`config.mk`:
```
export PLATFORM = sky130hd
export DESIGN_NAME = bios_ram_arb
export DESIGN_NICKNAME = d
export VERILOG_FILES = /design/src/rtl/bios_ram_arb_pkg.sv /design/src/rtl/bios_ram_arb_wr_buf.sv /design/src/rtl/bios_ram_arb.sv
export SDC_FILE = /design/constraint.sdc
export NUM_CORES = 1
export LEC_CHECK = 0
export BUFFER_PORTS_ARGS = -buffer_cell sky130_fd_sc_hd__buf_2
export CAP_MARGIN = 20
export CORE_MARGIN = 2
export CORE_UTILIZATION = 30
export DETAILED_ROUTE_END_ITERATION = 10
export PLACE_DENSITY = 0.69
export RECOVER_POWER = 100
export SYNTH_ARGS = -nofsm -noshare
export SYNTH_HDL_FRONTEND = slang
export SYNTH_SLANG_ARGS = --single-unit
```
`constraint.sdc`:
```
create_clock -name clk_sys -period 4.7 [get_ports clk_sys]
set_input_delay 0.47 -clock clk_sys [delete_from_list [all_inputs] [get_ports clk_sys]]
set_output_delay 0.47 -clock clk_sys [all_outputs]
set_load 0.05 [all_outputs]
```
`src/rtl/bios_ram_arb_pkg.sv`:
```
`default_nettype none
// ============================================================================
// Module      : bios_ram_arb_pkg
// Description : Shared types and constants for the BIOS RAM arbiter.
// Revision    : 1.0
// ============================================================================
package bios_ram_arb_pkg;

    typedef enum logic [1:0] {
        IDLE   = 2'd0,
        RD     = 2'd1,
        RDDONE = 2'd2
    } arb_state_t;

    localparam logic [7:0] BIOS_INDEX_DEFAULT = 8'h00;

    // True when the host byte address fits inside a RAM of 2**aw bytes.
    function automatic logic addr_in_range(input logic [24:0] addr, input int unsigned aw);
        return (addr >> aw) == 25'd0;
    endfunction

endpackage
`default_nettype wire

```
`src/rtl/bios_ram_arb_wr_buf.sv`:
```
`default_nettype none
// ============================================================================
// Module      : bios_wr_buf
// Description : One-entry host write buffer with out-of-range detection.
// Revision    : 1.0
// ============================================================================
module bios_wr_buf
    import bios_ram_arb_pkg::*;
#(
    parameter int AW = 13
) (
    input  logic          clk,
    input  logic          reset,
    input  logic          wr,
    input  logic [24:0]   addr,
    input  logic [7:0]    din,
    input  logic          drain,
    output logic          full,
    output logic [AW-1:0] buf_addr,
    output logic [7:0]    buf_data,
    output logic          ovf,
    output logic          captured
);

    logic in_range;
    logic take;

    // A strobe arriving while full is a host protocol error and is dropped.
    assign in_range = addr_in_range(addr, AW);
    assign take     = wr && !full;
    assign captured = take && in_range;

    always_ff @(posedge clk or posedge reset) begin
        if (reset) begin
            full     <= 1'b0;
            buf_addr <= '0;
            buf_data <= '0;
            ovf      <= 1'b0;
        end else begin
            if (drain) begin
                full <= 1'b0;
            end
            if (captured) begin
                full     <= 1'b1;
                buf_addr <= addr[AW-1:0];
                buf_data <= din;
            end
            if (take && !in_range) begin
                ovf <= 1'b1;
            end
        end
    end

endmodule
`default_nettype wire

```
`src/rtl/bios_ram_arb.sv`:
```
`default_nettype none
// ============================================================================
// Module      : bios_ram_arb
// Description : Arbitrates BIOS RAM between host download writes and CPU reads.
//               Optional BIOS_ARB_CHECKSUM_EN builds the running byte checksum.
// Revision    : 1.0
// ============================================================================
module bios_ram_arb
    import bios_ram_arb_pkg::*;
#(
    parameter int         AW         = 13,
    parameter int         DW         = 8,
    parameter logic [7:0] BIOS_INDEX = BIOS_INDEX_DEFAULT
) (
    input  logic          clk_sys,
    input  logic          reset,
    input  logic          ioctl_download,
    input  logic          ioctl_wr,
    input  logic [24:0]   ioctl_addr,
    input  logic [7:0]    ioctl_dout,
    input  logic [7:0]    ioctl_index,
    output logic          ioctl_wait,
    input  logic          cpu_req,
    input  logic [AW-1:0] cpu_addr,
    output logic          cpu_ack,
    output logic [DW-1:0] cpu_data,
    output logic          mem_ce,
    output logic          mem_we,
    output logic [AW-1:0] mem_addr,
    output logic [DW-1:0] mem_din,
    input  logic [DW-1:0] mem_dout,
    output logic          cpu_hold,
    output logic          loaded,
    output logic          ovf,
    output logic [7:0]    checksum
);

    arb_state_t    state;
    arb_state_t    state_nx;
    logic          match;
    logic          rise;
    logic          fall;
    logic          full;
    logic          drain;
    logic          captured;
    logic          any_byte;
    logic [AW-1:0] buf_addr;
    logic [7:0]    buf_data;

    assign match      = ioctl_download && (ioctl_index == BIOS_INDEX);
    assign rise       = match && !cpu_hold;
    assign fall       = !match && cpu_hold;
    assign ioctl_wait = full;

    bios_wr_buf #(
        .AW (AW)
    ) u_wr_buf (
        .clk      (clk_sys),
        .reset    (reset),
        .wr       (ioctl_wr && match),
        .addr     (ioctl_addr),
        .din      (ioctl_dout),
        .drain    (drain),
        .full     (full),
        .buf_addr (buf_addr),
        .buf_data (buf_data),
        .ovf      (ovf),
        .captured (captured)
    );

    always_ff @(posedge clk_sys or posedge reset) begin
        if (reset) begin
            state    <= IDLE;
            cpu_hold <= 1'b0;
        end else begin
            state    <= state_nx;
            cpu_hold <= match;
        end
    end

    always_comb begin
        state_nx = state;
        mem_ce   = 1'b0;
        mem_we   = 1'b0;
        mem_addr = '0;
        mem_din  = '0;
        drain    = 1'b0;
        cpu_ack  = 1'b0;
        case (state)
            IDLE: begin
                if (full) begin
                    mem_ce   = 1'b1;
                    mem_we   = 1'b1;
                    mem_addr = buf_addr;
                    mem_din  = DW'(buf_data);
                    drain    = 1'b1;
                end else if (cpu_req && !cpu_hold) begin
                    mem_ce   = 1'b1;
                    mem_addr = cpu_addr;
                    state_nx = RD;
                end
            end
            RD:      state_nx = RDDONE;
            // A download that started mid-read suppresses the ack; the CPU
            // keeps cpu_req high and is re-served once the window closes.
            RDDONE: begin
                state_nx = IDLE;
                cpu_ack  = !cpu_hold;
            end
            default: state_nx = IDLE;
        endcase
    end

    // Only latch data for a read that will actually be acknowledged.
    always_ff @(posedge clk_sys or posedge reset) begin
        if (reset) begin
            cpu_data <= '0;
        end else if (state == RD && !match) begin
            cpu_data <= mem_dout;
        end
    end

    always_ff @(posedge clk_sys or posedge reset) begin
        if (reset) begin
            loaded   <= 1'b0;
            any_byte <= 1'b0;
        end else if (rise) begin
            loaded   <= 1'b0;
            any_byte <= captured;
        end else begin
            if (captured) begin
                any_byte <= 1'b1;
            end
            if (fall && any_byte) begin
                loaded <= 1'b1;
            end
        end
    end

`ifdef BIOS_ARB_CHECKSUM_EN
    always_ff @(posedge clk_sys or posedge reset) begin
        if (reset) begin
            checksum <= 8'h00;
        end else if (rise) begin
            checksum <= 8'h00;
        end else if (drain) begin
            checksum <= checksum + buf_data;
        end
    end
`else
    assign checksum = 8'h00;
`endif

endmodule
`default_nettype wire

```
# Word level (Yosys, flattened, before mapping)
# Index checks and enable logic that the tools add are counted.
# Widths: inputs -> output; s select.
[totals]
inputBits = 67
regBits = 36
output_inout_bits = 44
[classes]
reduce_logical = 21
mux = 20
eq_ne = 4
[op_table]
columns = ["cell", "count"]
rows = [
  ["$mux 13", 3],
  ["$logic_not 25->1", 1],
  ["$mux 8", 2],
  ["$mux 1", 12],
  ["$logic_and 1x1->1", 10],
  ["$logic_not 8->1", 1],
  ["$reduce_bool 2->1", 3],
  ["$logic_not 1->1", 4],
  ["$mux 2", 2],
  ["$ne 2x2->1 const B", 2],
  ["$pmux 2 s2", 1],
  ["$eq 2x1->1 const B", 1],
  ["$eq 2x2->1 const B", 1],
  ["$logic_not 2->1", 1],
  ["$reduce_and 2->1", 1],
]

# Longest topological paths before layout
# Gate-level depths: netlist of the first run.
[logic_depth]
ltp_word = 7
ltp_mapped = 7
ltp_nobuf = 4

# Modules after synthesis
# A second synthesis of the first run with hierarchy kept.
[unflattened]
hier_cells = 136
hier_area_um2 = 1881.8
[modules_own_cells]
columns = ["module", "seq_area_each_um2", "instances", "area_per_inst_um2", "cells_per_inst"]
rows = [
  ["bios_wr_buf", 575.6, 1, 1049.8, 61],
  ["bios_ram_arb", 325.3, 1, 832.0, 75],
]

# Least setup slack after synthesis of the first run
# No wires, ideal clock.
[synth_path]
kind = "reg2out"
start = "register u_wr_buf.full"
end = "output port mem_addr[11]"
path_stages_with_launch = 5
required_ps = 4230
path_buffers = 1
t_arrival_ps = 2265
setup_slack_ps = 1965
cell_sequence = "dfrtp_1 inv_1 nor3_1 clkbuf_1 a22o_1"
[synth_between]
elab_chain_cells = 2
[synth_rtl]
columns = ["element", "line_no", "text"]
rows = [
  ["from (decl)", "bios_ram_arb_wr_buf.sv:18", "output logic full,"],
  ["from (signal assigned)", "bios_ram_arb_wr_buf.sv:35", "full <= 1'b0;"],
  ["from (signal assigned)", "bios_ram_arb_wr_buf.sv:41", "full <= 1'b0;"],
  ["from (signal assigned)", "bios_ram_arb_wr_buf.sv:44", "full <= 1'b1;"],
  ["$mux 13", "bios_ram_arb.sv:91", "if (full) begin"],
  ["$mux 13", "bios_ram_arb.sv:89", "case (state)"],
  ["to (decl)", "bios_ram_arb.sv:29", "output logic [AW-1:0] mem_addr,"],
]
# No other way between the ends.

# Worst setup path after layout of the first run
[layout_path]
start = "register u_wr_buf.full"
end = "output port mem_addr[10]"
# The elaborated chain is that of the path after synthesis.

==> out/metrics.yaml, run 1 <==
status: "finished clean"
dpl.cell_count: 298
r2r_cells: 3
synthTopCellsByCount: "dfrtp_1, mux2_2, a22o_1, buf_4, and2_1"
p_per_area_nw_per_um2: 381
netlist_instances: 130
r2r_setup_slack_ns: 2.71
slowest_delay_ns: 0.73
cp_num_cells: 5
clock.fmax_ghz: 0.344
wl_um: 3700
worst_slew_pin_slew_ns: 1.14
crit_top_cell: "clkbuf_1"
ant_nets: 0
route.vias.total: 1333
crit_end: "mem_addr[10]"
whs_ns: 0.238
grt.total_usage: 0.121
synth_area_leader_cell: "dfrtp_1"
leakage_nw: 1.16
tns_ns: 0
antenna_cells: 0
synth_edf_count: 0
ys.flop_type: "dfrtp_1"
finClkSkew_ns: 0.00306
cp_top_family: "buffers and inverters"
wire_per_inst_um: 12.1
critical_path.startpoint: "u_wr_buf.full"
globalRouteOverflowTotal: 0
area_growth_pct: 34.1
cts_tree: "built"
critPathKind: "reg -> out"
post_cts_buffers: 0
drc: 0
syn-cell-area_um2: 1690
avgSynthCellArea_um2: 13.0
r2r-end: "u_wr_buf.buf_data[0]"
die_w_um: 79.1
vdd_drop_max_mv: 0.213
max-slew-margin-rel: 0.237
io_pins: 111
numCtsBuffers: 5
path_buf_inv: 3
setup_ws_ns: 1.79
dp_hpwl_um: 2850
yosysWarnings: 0
grt_pass1_vias: 1333
drt_first_pass_iters: 4
ys_seq_area_frac: 0.532
r2r-start: "u_wr_buf.full"
end_kind: "output pin"
min_path_type: "in -> async"
core-area_um2: 5470
cts.path.max_buffers: 2
path_clk_slew_ns: 0.07
antenna_found_initial: 0
startpoint_type: "flop"
synth_top_area_share: 0.532
setup_viol: 0
synth_most_common_cell: "dfrtp_1"
synth.distinct_cells: 25
async_reset_ff_frac: 1.00
drt_iter0_drc: 44
synth_area_leaders: "dfrtp_1, mux2_2, a22o_1, buf_4, and2_1"
gp_congestion: 0.656
cts.sinks: 36
drive_gt1_frac: 0.432
period_needed_ns: 2.91
clock_latency_ns: 0.27
grt_max_degree: 24
grt_pass1_wl_um: 5950
die_y_um: 79.1
post-route-period-util: 0.619
htree_levels: 2
final_nets: 300
timing_hold_violations_final: 0
ys_seq_elements: 36
cts_resized: 0
detail_route.vias_per_cell: 4.36
crit_slowest_cell: "clkbuf_1"
cp_max_fo: 22
drv_cap: 0
port-buffer-count: 102
cts_root_buf: "clkbuf_8"
critical_path_required_ns: 4.23
grt_setup_unrepaired: "no"
critical_path_arrival_ns: 2.44
dp_worst_setup_slack_ns: 2.00
drv_slew: 0
crit_chain: "inv_1, nor3_2, clkbuf_1, a22o_1, clkbuf_1"
fp-row-count: 27
layout.cells.non_filler: 306
die-area_um2: 6260
initial_core_util: 0.309
hold_buffers: 0
worst reg2reg max path: stages, from the launching register on:
cell and delay (ns):
dfrtp_1 0.42, inv_1 0.14, and4b_1 0.88, mux2_2 0.44
worst min path at each step:
stage                                     from               endpoint  slack (ns)  cells after the start
after global placement            u_wr_buf.ovf           u_wr_buf.ovf        0.46                      1
after detailed placement          u_wr_buf.ovf           u_wr_buf.ovf        0.45                      1
after floorplan           u_wr_buf.buf_data[3]   u_wr_buf.buf_data[3]        0.45                      1
final                                    reset               cpu_hold        0.24                      2
after CTS                                reset  u_wr_buf.buf_addr[12]        0.26                      2
after global routing                     reset  u_wr_buf.buf_addr[12]        0.29                      2
cell families (layout without fill, tap and decap cells):
logic type / count (synthesis) / count (layout) / synth area share
multiplexers: 29 / 29 / 0.193
AND/OR/NAND/NOR: 25 / 25 / 0.0909
flip-flops: 36 / 36 / 0.532
buffers and inverters: 20 / 117 / 0.0894
AO/OA/AOI/OAI: 19 / 19 / 0.0924
other: 1 / 8 / 0.00222
layout make-up:
cell class,instances,area (um^2)
Multi-Input combinational cell,81,678
Clock inverter,2,35.0
Timing Repair Buffer,105,478
Sequential cell,36,901
Inverter,4,15.0
Tap cell,72,90.1
Fill cell,570,3200
Clock buffer,6,72.6
layer usage:
metal / GRT usage / share of wire / up-vias
met3: 0.0466 / 0.11 / 2
met5: 0 / 0 / -
met1: 0.144 / 0.43 / 610
li1: - / - / 655
met4: 0.0431 / 0.0027 / 0
met2: 0.198 / 0.46 / 66
cell usage in the layout (no fill, tap or decap), types with 2 or more instances in the layout:
cell type / synthesis / final
conb_1: 1 / 8
mux2_1: 4 / 4
mux2_2: 25 / 25
inv_1: 4 / 4
and2_1: 8 / 8
and4b_1: 2 / 2
clkbuf_1: 2 / 39
nand2_1: 3 / 3
nor4_1: 5 / 4
buf_2: 2 / 67
a21o_1: 2 / 2
a22o_1: 13 / 13
dfrtp_1: 36 / 36
nor2b_1: 2 / 2
clkbuf_8: 0 / 5
stage by stage:
step	power (W)	cell area [um^2]	utilization
after floorplan	0.000553	1720	-
after global placement	0.000619	2220	0.405
after detailed placement	0.000622	2220	0.405
after CTS	0.000888	2320	0.425
after global routing	0.000906	2270	0.415
final	0.000865	2270	0.415
state kept, by name, indices dropped and copies added (netlist names):
| name | cells |
|---|---|
| cpu_hold | 1 |
| state | 2 |
| u_wr_buf.buf_addr | 13 |
| cpu_data | 8 |
| loaded | 1 |
| u_wr_buf.buf_data | 8 |
| any_byte | 1 |
| u_wr_buf.ovf | 1 |
| u_wr_buf.full | 1 |
where the power goes:
part	total (W)	leakage [nW]	switching [W]	internal [W]
clock network	0.000263	0.0552	0.000106	0.000157
logic	0.000250	0.630	0.000185	0.0000641
registers	0.000352	0.478	0.0000155	0.000336
total	0.000865	1.16	0.000307	0.000558
Power figures use the tool's default switching activity.
==> inputs of run 2 (changes only) <==
- ABC_AREA: not set -> 1
- PLACE_DENSITY: 0.69 -> 0.7
- clock period: 4.7 -> 2.5 ns (I/O delays scaled with it)
==> out/metrics.yaml, run 2 <==
status: "finished, violations left"
violations: "negative hold slack"
drt_iter0_drc: 126  # +190%
drt_first_pass_iters: 4  # unchanged
end_kind: "output pin"
cts.path.max_buffers: 2  # unchanged
ys_seq_elements: 36  # unchanged
p_int_w: 0.000953  # +71%
cp_max_fo: 14  # -36%
path_clk_slew_ns: 0.08  # about the same
drv_slew: 0  # unchanged
layout.cells.non_filler: 400  # +31%
p_per_area_nw_per_um2: 654  # +72%
yosysWarnings: 0  # unchanged
avgSynthCellArea_um2: 8.21  # -37%
final_nets: 391  # +30%
port-buffer-count: 102  # unchanged
dpl.cell_count: 392  # +32%
cts_tree: "built"
ys_seq_area_frac: 0.495  # -0.0376
whs_ns: -0.0201  # -0.258 ns
gr-max-usage-layer: "met2"
detail_route.vias_per_cell: 4.39  # +0.83%
grt_setup_unrepaired: "no"
synth.distinct_cells: 19  # -24%
postLayoutCoreUtil: 0.404  # -0.0110
initial_core_util: 0.310  # about the same
max-slew-margin-rel: 0.169  # -0.0684
hold_buffers: 0  # unchanged
grt.total_usage: 0.149  # +0.0279
die_y_um: 81.9  # +3.5%
critical_path_required_ns: 2.25  # -1.98 ns
final_cell_mix: "nand2_1, buf_2, dfrtp_1"
comb_power_share: 0.297  # +0.008
post_cts_buffers: 0  # unchanged
top_regs: "u_wr_buf.buf_addr: 13 flops, cpu_data: 8 flops, u_wr_buf.buf_data: 8 flops"
cts.sinks: 36  # unchanged
drc: 0  # unchanged
period_needed_ns: 2.26
antenna_cells: 0  # unchanged
htree_levels: 2  # unchanged
fillers: 626  # +9.8%
pwr-share-seq: 0.417  # +0.010
tns_ns: 0  # unchanged
synth_top_area_share: 0.495  # -0.0376
ys.flop_type: "dfrtp_1"
grt_use_met3: 0.0571  # +0.0106
numCtsBuffers: 5  # unchanged
fp-row-count: 28  # +3.7%
antenna_found_initial: 0  # unchanged
vdd_drop_max_mv: 0.372  # +74%
critPathKind: "reg -> out"
largest_register_ffs: 13  # unchanged
synthTopCellsByCount: "nand2_1, dfrtp_1, nand3_1, nor2_1, a22o_1"
grt_pass1_vias: 1638  # +23%
post-route-period-util: 0.904
grt_use_met2: 0.257  # +0.0586
die_w_um: 81.9  # +3.5%
leakage_nw: 1.36  # +17%
area_growth_pct: 30.4
synth_area_leader_cell: "dfrtp_1"
dp_hpwl_um: 3730  # +31%
io_pins: 111  # unchanged
mostFrequentLayoutCell: "nand2_1"
wl_um: 4870  # +31%
wire_per_inst_um: 12.2  # +0.53%
worst_slew_pin_slew_ns: 1.25  # +0.103 ns
gp_congestion: 0.673  # +2.5%
r2r_cells: 6  # +3
grt_use_met1: 0.171  # +0.0275
grt_max_degree: 24  # unchanged
min_path_type: "in -> async"
synth_area_leaders: "dfrtp_1, nand2_1, nand3_1, a22o_1, nor2_1"
core-area_um2: 5890  # +7.5%
route.vias.total: 1757  # +32%
synth_edf_count: 0  # unchanged
timing_hold_violations_final: 13  # +13
synth_most_common_cell: "nand2_1"
async_reset_ff_frac: 1.00  # unchanged
die-area_um2: 6710  # +7.2%
finClkSkew_ns: 0.00797  # +0.00491 ns
grt_pass1_wl_um: 7470  # +26%
r2r_setup_slack_ns: 0.35  # -2.36 ns
r2r-start: "u_wr_buf.full"
clock_latency_ns: 0.29  # +0.02 ns
critical_path_arrival_ns: 2.01  # -0.43 ns
clockPowerShare: 0.285  # -0.019
r2r-end: "u_wr_buf.buf_addr[9]"
startpoint_type: "flop"
largest_register: "u_wr_buf.buf_addr"
swShare: 0.387  # +0.0325
globalRouteOverflowTotal: 0  # unchanged
p_switching_w: 0.000602  # +96%
ant_nets: 0  # unchanged
drv_cap: 0  # unchanged
setup_viol: 0  # unchanged
clock.fmax_ghz: 0.443
cts_resized: 0  # unchanged
drive_gt1_frac: 0.289  # -0.142
syn-cell-area_um2: 1820  # +7.6%
cts_root_buf: "clkbuf_8"
netlist_instances: 222  # +71%
==> run 2: cells by family after synthesis <==
family | synth area share
AOI/OAI and AO/OA | 0.0680
and+or+nand+nor | 0.331
DFF | 0.495
other | 0.00206
buffers and inverters | 0.104
==> run 2: power groups by stage <==
stage	Combinational (W)	Clock [W]	Sequential (W)
final	0.000462	0.000443	0.000649
after global routing	0.000491	0.000484	0.000652
after CTS	0.000483	0.000453	0.000647
after detailed placement	0.000482	0	0.000659
after global placement	0.000475	0	0.000657
after floorplan	0.000206	0	0.000808
==> run 2: cell type report <==
| type | instances | area, um^2 | area share |
|---|---|---|---|
| clock inverters | 2 | 13.8 | 0.00579 |
| repair buffers | 105 | 499 | 0.210 |
| inverters | 13 | 50.0 | 0.0211 |
| flip-flops and latches | 36 | 901 | 0.379 |
| multi-input cells | 163 | 736 | 0.310 |
| well taps | 75 | 93.8 | 0.0395 |
| clock buffers | 6 | 82.6 | 0.0348 |
==> run 2: per-stage QoR <==
step,instance area (um^2),hold slack [ns],total power [W],setup slack (ns)
after floorplan,1850,0.395,0.00101,0.395
after global placement,2340,0.306,0.00113,0.658
after detailed placement,2340,0.321,0.00114,0.557
after CTS,2430,0.00534,0.00158,0.235
after global routing,2380,0.0216,0.00163,0.0878
final,2380,-0.0201,0.00155,0.241
==> run 2: how the worst max path moves through the flow <==
stage,start,end,slack (ns),depth (start not counted)
after floorplan,u_wr_buf.full,mem_addr[10],0.39,5
after global placement,state[1],mem_addr[10],0.66,5
after detailed placement,state[1],mem_addr[12],0.56,5
after CTS,state[1],mem_addr[4],0.23,5
after global routing,u_wr_buf.full,u_wr_buf.buf_addr[5],0.09,6
final,state[1],mem_addr[12],0.24,5
==> run 2: critical path: stages, from the launching register on <==
cell      delay [ns]
dfrtp_1         0.40
nor2_1          0.24
nand4_1         0.13
inv_1           0.44
a22o_1          0.22
clkbuf_2        0.28
==> run 2: metal layers <==
metal,vias to the layer above,routed length (um),part of all wire
li1,901,-,-
met2,68,2400,0.49
met5,-,0,0
met3,7,454,0.093
met1,781,1960,0.40
met4,0,52,0.011
==> inputs of run 3 (changes only) <==
- CORE_UTILIZATION: 30 -> 25
- PLACE_DENSITY: 0.7 -> 0.62
==> out/metrics.yaml, run 3 (same netlist as run 2, synthesis figures left out) <==
tns_ns: 0  # unchanged
critical_path_arrival_ns: 1.97  # -0.04 ns
finClkSkew_ns: 0.00371  # -0.00426 ns
cts_resized: 0  # unchanged
startpoint_type: "flop"
grt_pass1_wl_um: 7600  # +1.8%
drive_gt1_frac: 0.280  # -0.00923
die_y_um: 89.4  # +9.1%
leakage_nw: 1.37  # +0.85%
critPathKind: "reg -> out"
period_needed_ns: 2.22  # -0.0414 ns
dp_worst_setup_slack_ns: 0.574  # +0.0167 ns
clock.fmax_ghz: 0.451  # +1.9%
grt_setup_unrepaired: "no"
power_w: 0.00153  # -1.3%
io_pins: 111  # unchanged
drc: 0  # unchanged
final_nets: 391  # unchanged
worst_slew_pin_slew_ns: 0.997  # -0.249 ns
gr-max-usage-layer: "met2"
grt_use_met2: 0.230  # -0.0266
path_clk_slew_ns: 0.07  # about the same
globalRouteOverflowTotal: 0  # unchanged
ant_nets: 0  # unchanged
drt_iter0_drc: 93  # -26%
antenna_found_initial: 0  # unchanged
hold_buffers: 0  # unchanged
post_cts_buffers: 0  # unchanged
setup_ws_ns: 0.282  # +0.0414 ns
dp_hpwl_um: 3910  # +4.8%
p_per_area_nw_per_um2: 638  # -2.4%
cp_max_fo: 14  # unchanged
setup_viol: 0  # unchanged
cts.sinks: 36  # unchanged
top_regs: "u_wr_buf.buf_addr: 13 flops, cpu_data: 8 flops, u_wr_buf.buf_data: 8 flops"
numCtsBuffers: 5  # unchanged
grt.total_usage: 0.128  # -0.0208
die_w_um: 89.4  # +9.1%
grt_max_degree: 24  # unchanged
drv_cap: 0  # unchanged
min_path_type: "in -> async"
htree_levels: 2  # unchanged
post-route-period-util: 0.887  # -0.0166
cts.path.max_buffers: 2  # unchanged
grt_pass1_vias: 1640  # +0.12%
port-buffer-count: 102  # unchanged
grt_use_met3: 0.0388  # -0.0184
grt_use_met1: 0.147  # -0.0242
largest_register_ffs: 13  # unchanged
antenna_cells: 0  # unchanged
die-area_um2: 7990  # +19%
core-area_um2: 7140  # +21%
detail_route.vias_per_cell: 4.23  # -3.6%
critical_path_required_ns: 2.25  # about the same
drv_slew: 0  # unchanged
mostFrequentLayoutCell: "nand2_1"
wl_um: 5030  # +3.4%
status: "finished clean"
max-slew-margin-rel: 0.330  # +0.161
clock_latency_ns: 0.28  # about the same
timing_hold_violations_final: 0  # -13
drt_first_pass_iters: 4  # unchanged
initial_core_util: 0.255  # -0.0543
fp-row-count: 31  # +11%
cts_root_buf: "clkbuf_8"
cts_tree: "built"
final_cell_mix: "nand2_1, buf_2, dfrtp_1"
area_growth_pct: 31.9
end_kind: "output pin"
r2r_setup_slack_ns: 0.37  # +0.02 ns
gp_congestion: 0.702  # +4.3%
wire_per_inst_um: 11.9  # -2.5%
largest_register: "u_wr_buf.buf_addr"
route.vias.total: 1795  # +2.2%
vdd_drop_max_mv: 0.183  # -51%
[run 3: cell types whose count changed in the layout (fill, tap and decap cells not counted)]
cell	previous run	this run
clkinv_2	1	0
inv_6	1	0
clkbuf_2	15	14
nand2_2	1	0
nor3_1	0	1
buf_4	1	2
nor3_2	1	0
inv_4	0	1
clkbuf_1	23	25
nand2_4	0	1
clkinvlp_2	1	0
[run 3: path summary, 6_finish.rpt]
path	start	end	cells past startpoint
max in group asynchronous	reset	u_wr_buf.buf_addr[3]	3
worst max register to register	u_wr_buf.full	u_wr_buf.buf_data[4]	6
min in group clk_sys	ioctl_addr[3]	u_wr_buf.buf_addr[3]	3
worst min register to register	cpu_data[6]	cpu_data[6]	2
worst max-delay path	state[1]	mem_addr[4]	5
worst min-delay path	reset	cpu_data[5]	2
[run 3: where the power goes]
group	leakage (nW)	switching [W]	internal (W)
Clock	0.0455	0.000197	0.000225
Combinational	0.846	0.000362	0.000100
Sequential	0.483	0.0000229	0.000627
[run 3: area by class of cell]
class	count	area (um^2)
Clock buffer	8	90.1
Inverter	13	51.3
Fill cell	809	4730
Sequential cell	36	901
Tap cell	99	124
Timing Repair Buffer	105	502
Multi-Input combinational cell	163	736
[run 3: worst max-delay path: stages, from the launching register on]
cell	delay, ns
dfrtp_1	0.40
nor2_1	0.24
nand2_1	0.10
inv_1	0.43
a22o_1	0.24
clkbuf_2	0.27
[run 3: metrics by stage]
step | std cells | util | cell area, um^2 | hold slack, ns
after floorplan | 229 | - | 1850 | 0.395
after global placement | 416 | 0.332 | 2370 | 0.429
after detailed placement | 416 | 0.332 | 2370 | 0.449
after CTS | 424 | 0.344 | 2460 | 0.139
after global routing | 424 | 0.337 | 2400 | 0.163
final | 424 | 0.337 | 2400 | 0.106
[run 3: metal layers]
metal	wire length [um]	vias to the layer above
met4	52	0
li1	-	899
met1	2170	808
met5	0	-
met2	2380	83
met3	430	5
